==> config.mk <==
export PLATFORM = sky130hd
export DESIGN_NAME = picobus_reg_bank
export DESIGN_NICKNAME = d
export VERILOG_FILES = /design/src/rtl/picobus_reg_bank.sv
export SDC_FILE = /design/constraint.sdc
export NUM_CORES = 1
export LEC_CHECK = 0
export ABC_AREA = 1
export BUFFER_PORTS_ARGS = -buffer_cell sky130_fd_sc_hd__buf_2
export CAP_MARGIN = 10
export CORE_UTILIZATION = 50
export DETAILED_ROUTE_END_ITERATION = 10
export PLACE_DENSITY = 0.78
export SYNTH_ARGS = -nofsm -noshare
export SYNTH_HDL_FRONTEND = slang
export SYNTH_SLANG_ARGS = --single-unit
==> constraint.sdc <==
create_clock -name PicoClk -period 3 [get_ports PicoClk]
set_input_delay 0.9 -clock PicoClk [delete_from_list [all_inputs] [get_ports PicoClk]]
set_output_delay 0.9 -clock PicoClk [all_outputs]
set_load 0.02 [all_outputs]
==> src/rtl/picobus_reg_bank.sv <==
// PicoBus slave: mode registers, write counter, push/pop FIFO window and status register.
// Read data is registered and forced to 0 whenever this slave is not addressed.
module picobus_reg_bank #(
  parameter logic [31:0]  BASE_ADDR  = 32'h0,
  parameter int unsigned  NUM_REGS   = 4,
  parameter logic [127:0] REG_MODES  = '0,
  parameter logic [31:0]  INIT_VAL   = 32'h0,
  parameter int unsigned  FIFO_DEPTH = 16
) (
  input  logic        PicoClk,
  input  logic        PicoRst_n,
  input  logic [31:0] PicoAddr,
  input  logic [31:0] PicoDataIn,
  input  logic        PicoRd,
  input  logic        PicoWr,
  output logic [31:0] PicoDataOut
);

  localparam int unsigned AW = (FIFO_DEPTH > 1) ? $clog2(FIFO_DEPTH) : 1;
  localparam int unsigned CW = AW + 1;

  localparam logic [29:0] WrcntIdx  = 30'(NUM_REGS);
  localparam logic [29:0] FifoIdx   = 30'(NUM_REGS + 1);
  localparam logic [29:0] StatusIdx = 30'(NUM_REGS + 2);
  localparam logic [CW-1:0] FullCnt = CW'(FIFO_DEPTH);

  // Address decode: subtraction wraps, so addresses below BASE_ADDR land far out of window.
  logic [31:0] offset;
  logic [29:0] word_idx;
  logic        hit, wr_hit, rd_hit;

  assign offset   = PicoAddr - BASE_ADDR;
  assign word_idx = offset[31:2];
  assign hit      = (offset[1:0] == 2'b00) && (word_idx <= StatusIdx);
  assign wr_hit   = PicoWr && hit;
  assign rd_hit   = PicoRd && hit;

  logic [31:0]   regs_q [NUM_REGS];
  logic [31:0]   regs_d [NUM_REGS];
  logic [31:0]   wrcnt_q, wrcnt_d;
  logic [31:0]   fifo_mem_q [FIFO_DEPTH];
  logic [AW-1:0] wr_ptr_q, wr_ptr_d, rd_ptr_q, rd_ptr_d;
  logic [CW-1:0] count_q, count_d;
  logic          ovf_q, ovf_d, unf_q, unf_d;
  logic [31:0]   rdata_q, rdata_d;

  logic        fifo_wr, fifo_rd, status_rd;
  logic        empty, full, push, pop;
  logic [31:0] status_word;

  assign fifo_wr   = wr_hit && (word_idx == FifoIdx);
  assign fifo_rd   = rd_hit && (word_idx == FifoIdx);
  assign status_rd = rd_hit && (word_idx == StatusIdx);
  assign empty     = (count_q == '0);
  assign full      = (count_q == FullCnt);
  assign pop       = fifo_rd && !empty;
  // A simultaneous pop frees a slot, so a push to a full FIFO still lands.
  assign push      = fifo_wr && (!full || pop);

  assign status_word = {12'h000, unf_q, ovf_q, full, empty, 16'(count_q)};

  always_comb begin
    for (int i = 0; i < NUM_REGS; i++) begin
      regs_d[i] = regs_q[i];
      if (wr_hit && (word_idx == 30'(i))) begin
        unique case (REG_MODES[2*i +: 2])
          2'd0:    regs_d[i] = PicoDataIn;
          2'd1:    regs_d[i] = ~PicoDataIn;
          2'd2:    regs_d[i] = regs_q[i] ^ PicoDataIn;
          default: regs_d[i] = regs_q[i] + PicoDataIn;
        endcase
      end
    end
  end

  always_comb begin
    wrcnt_d = wrcnt_q;
    if (wr_hit) begin
      wrcnt_d = (word_idx == WrcntIdx) ? 32'd0 : wrcnt_q + 32'd1;
    end
  end

  always_comb begin
    wr_ptr_d = push ? wr_ptr_q + AW'(1) : wr_ptr_q;
    rd_ptr_d = pop  ? rd_ptr_q + AW'(1) : rd_ptr_q;
    count_d  = count_q + CW'(push) - CW'(pop);
    // A set event in the same cycle as a STATUS read keeps the flag.
    ovf_d    = (fifo_wr && full && !pop) || (ovf_q && !status_rd);
    unf_d    = (fifo_rd && empty) || (unf_q && !status_rd);
  end

  always_comb begin
    rdata_d = 32'd0;
    if (rd_hit) begin
      for (int i = 0; i < NUM_REGS; i++) begin
        if (word_idx == 30'(i)) rdata_d = regs_q[i];
      end
      if (word_idx == WrcntIdx) rdata_d = wrcnt_q;
      if (pop)                  rdata_d = fifo_mem_q[rd_ptr_q];
      if (status_rd)            rdata_d = status_word;
    end
  end

  always_ff @(posedge PicoClk or negedge PicoRst_n) begin
    if (!PicoRst_n) begin
      for (int i = 0; i < NUM_REGS; i++) regs_q[i] <= INIT_VAL;
      wrcnt_q  <= 32'd0;
      wr_ptr_q <= '0;
      rd_ptr_q <= '0;
      count_q  <= '0;
      ovf_q    <= 1'b0;
      unf_q    <= 1'b0;
      rdata_q  <= 32'd0;
    end else begin
      for (int i = 0; i < NUM_REGS; i++) regs_q[i] <= regs_d[i];
      wrcnt_q  <= wrcnt_d;
      wr_ptr_q <= wr_ptr_d;
      rd_ptr_q <= rd_ptr_d;
      count_q  <= count_d;
      ovf_q    <= ovf_d;
      unf_q    <= unf_d;
      rdata_q  <= rdata_d;
    end
  end

  // Storage needs no reset; validity is tracked by the pointers and count.
  always_ff @(posedge PicoClk) begin
    if (push) fifo_mem_q[wr_ptr_q] <= PicoDataIn;
  end

  assign PicoDataOut = rdata_q;

endmodule
==> metrics.md <==
| Metric | Value |
|---|---|
| Largest net degree at the start of global routing | `99` |
| CP Cell Sequence | `buf_2, nor2_2, nand2_1, inv_2, nand2_1, nor2_2, nand2_2, nand2_4, nand3_4, clkinv_4, nand2_4, clkinv_4, nand2_1, ha_4, inv_2, ha_4, inv_2, fa_2, o21ai_1, a21oi_1, xor2_1` |
| Post-DRT Antenna Nets | `0` |
| Largest stage delay, worst path | `0.36 ns` |
| GR Overflow Total | `0` |
| Sink Count | `719` |
| Insertion delay of the later-clocked pin in the worst-skew pair | `0.62 ns` |
| Placed cell areas | `33600 µm²` |
| Minimum clock period | `2.79 ns` |
| Worst setup EP type | `flop` |
| Vias in the first global route | `22.1k` |
| Yosys reg bits | `719` |
| Synthesized area | `31200 µm²` |
| Synth area leader | `edfxtp_1` |
| Core footprint | `61700 µm²` |
| Crit path required time | `3.48 ns` |
| Fmax achieved | `359 MHz` |
| Final setup fails | `0` |
| Detailed Place HPWL | `50600 µm` |
| DR pass1 iterations | `5` |
| Proportion of layout cells with a drive suffix above 1 | `12.7%` |
| Clk slew on worst S/H paths | `0.06 ns` |
| Final Non-Filler Cells | `4054` |
| RSZ-0062 raised after global routing | `false` |
| H-tree depth | `3` |
| Die area | `63400 µm²` |
| PD cells | `550 nW/µm²` |
| Clock Path Buffers | `3` |
| Lkg Pwr | `14.2 nW` |
| Synth warnings | `0` |
| Critical path class | `primary input to flop` |
| Actual slew at the worst max-slew pin | `0.807 ns` |
| Worst hold margin | `0.282 ns` |
| Initial antenna violation count | `4` |
| Fillers | `5028` |
| Worst endpoint data arrival time | `3.27 ns` |
| Tcrit/Tclk final | `92.9%` |
| Site row count | `91` |
| Worst reg2reg startpoint | `rd_ptr_q[0]` |
| Post-synth top area share | `49.3%` |
| Port bufs | `99` |
| Total power | `19.8 mW` |
| Syn Area/Cell | `10.2 µm²` |
| FFs w/ async S/R, synth | `28.8%` |
| Syn nets | `3131` |
| Cell area after layout | `35900 µm²` |
| Most frequent cell after synthesis | `nand2_1` |
| Maximum vdd drop | `0.544 mV` |
| Ports | `100` |
| Final Util | `58.2%` |
| Slowest cell on crit path | `fa_2` |
| Hold Vio Cnt, Final | `0` |
| Most used DFF post-synth | `edfxtp_1` |
| Die Ht | `252 µm` |
| Gpl congestion | `1.00` |
| Worst hold-check path type | `primary input to asynchronous set/reset pin` |
| Clock skew | `0.0217 ns` |
| Reg-to-reg slack, setup | `0.43 ns` |
| TritonCTS clock tree | `built` |
| Vias | `23.0k` |
| Top post-synthesis cells by count | `nand2_1 (939), edfxtp_1 (512), a21oi_1 (224)` |
| Hold_buf cts | `0` |
| GR Util All Layers | `25.5%` |
| Routed WL per cell | `19.9 µm` |
| CTS buffer count | `73` |
| Post-Route WL | `80800 µm` |
| Final #Nets | `3244` |
| Via-to-Cell Ratio | `5.68` |
| Ant diodes | `0` |
| Placed Cells | `3925` |
| Slew headroom | `46.2%` |
| Most area-consuming cells after synthesis | `edfxtp_1 (49%), dfrtp_1 (17%), nand2_1 (11%)` |
| Post-Synthesis Cells | `3050` |
| CTS-repair resized insts | `0` |
| Die W | `252 µm` |
| Beginning of the critical path | `PicoAddr[7]` |
| Count of cell types in the netlist | `44` |
| Number of synthesized flops with an enable pin | `512` |
| Startpoint type of the worst setup path | `primary input` |
| Drt first-iter violations | `2629` |
| Max-cap violations | `0` |
| Sequential area share after synthesis | `65.9%` |
| First-pass GRT wire length | `124000 µm` |
| Post-CTS setup buffers | `0` |
| Crit Path Max Fanout | `6` |
| DR DRC count | `0` |
| Max-slew violations | `0` |
| Clock Tree Root | `clkbuf_16` |
| Status | `finished clean` |
| Initial Util | `50.6%` |
| Area delta synth->final | `15.0%` |
[flip-flops by register name, indices dropped and copies added (netlist names)]
name         count
fifo_mem_q     512
regs_q         128
PicoDataOut     32
wrcnt_q         32
count_q          5
rd_ptr_q         4
wr_ptr_q         4
ovf_q            1
unf_q            1
[cell usage in the layout (no fill, tap or decap), types with 19 or more instances in the layout]
cell type  count
nand2_1      937
inv_1        151
nand4_1       19
dfrtp_1      204
nor2_4        24
o21ai_1      122
nand3_1      163
edfxtp_1     512
buf_2         98
a21oi_1      224
a22oi_1       72
xor2_1        19
o21ai_0      112
buf_12        45
nor2_1       164
buf_4         63
clkbuf_16     74
[kinds of logic after synthesis]
logic type	count (synthesis)	share of synthesized area, %
AOI/OAI and AO/OA	578	10.2
xor gates and xnor gates	22	0.617
adders and majority gates	13	0.545
buffers and inverters	337	4.43
DFF	719	65.9
and+or+nand+nor	1381	18.3
[per-stage QoR]
step                      setup slack, ns  TNS, ns
after floorplan                    -0.252   -37.28
after global placement             -0.290   -29.16
after detailed placement           -0.365   -52.89
after CTS                           0.265        0
after global routing               0.0589        0
final                               0.213        0
[power breakdown]
group          internal (mW)  switching (mW)  leakage, nW  total, mW
combinational         0.0590           0.247         5.83      0.306
clock                   5.01            3.79         1.13       8.80
sequential              10.7    0.0000000435         7.22       10.7
[final cells by class]
| type | count | area [µm²] | area share [%] |
|---|---|---|---|
| clock inverter | 38 | 337 | 0.937 |
| sequential | 719 | 20600 | 57.3 |
| clock buffer | 91 | 1970 | 5.47 |
| multi-input combinational | 1994 | 9460 | 26.4 |
| timing repair buffer | 207 | 1880 | 5.23 |
| inverter | 168 | 649 | 1.81 |
| tap | 837 | 1050 | 2.92 |
[routing by layer]
metal / vias to the layer above / track usage (%) / part of all wire, %
li1: 10600 / - / -
met1: 11100 / 34.1 / 40
met2: 1069 / 41.4 / 48
met3: 211 / 3.90 / 8.0
met4: 8 / 11.6 / 4.3
met5: - / 0 / 0.059
[worst max-delay path: cells and delay by family]
kind / cells / cell delay [ns]
and+or+nand+nor: 9 / 0.84
adders and majority gates: 3 / 0.73
AOI/OAI and AO/OA: 2 / 0.22
buffers and inverters: 6 / 0.45
xor gates and xnor gates: 1 / 0.15
[final timing paths]
check / to / cells past startpoint
worst max register to register: PicoDataOut[13] / 9
max in group asynchronous: regs_q[14] / 2
worst min register to register: regs_q[60] / 2
worst max-delay path: count_q[4] / 21
min in group PicoClk: regs_q[60] / 2
worst min-delay path: PicoDataOut[0] / 1
No activity file was read; power rests on OpenSTA's default activity.
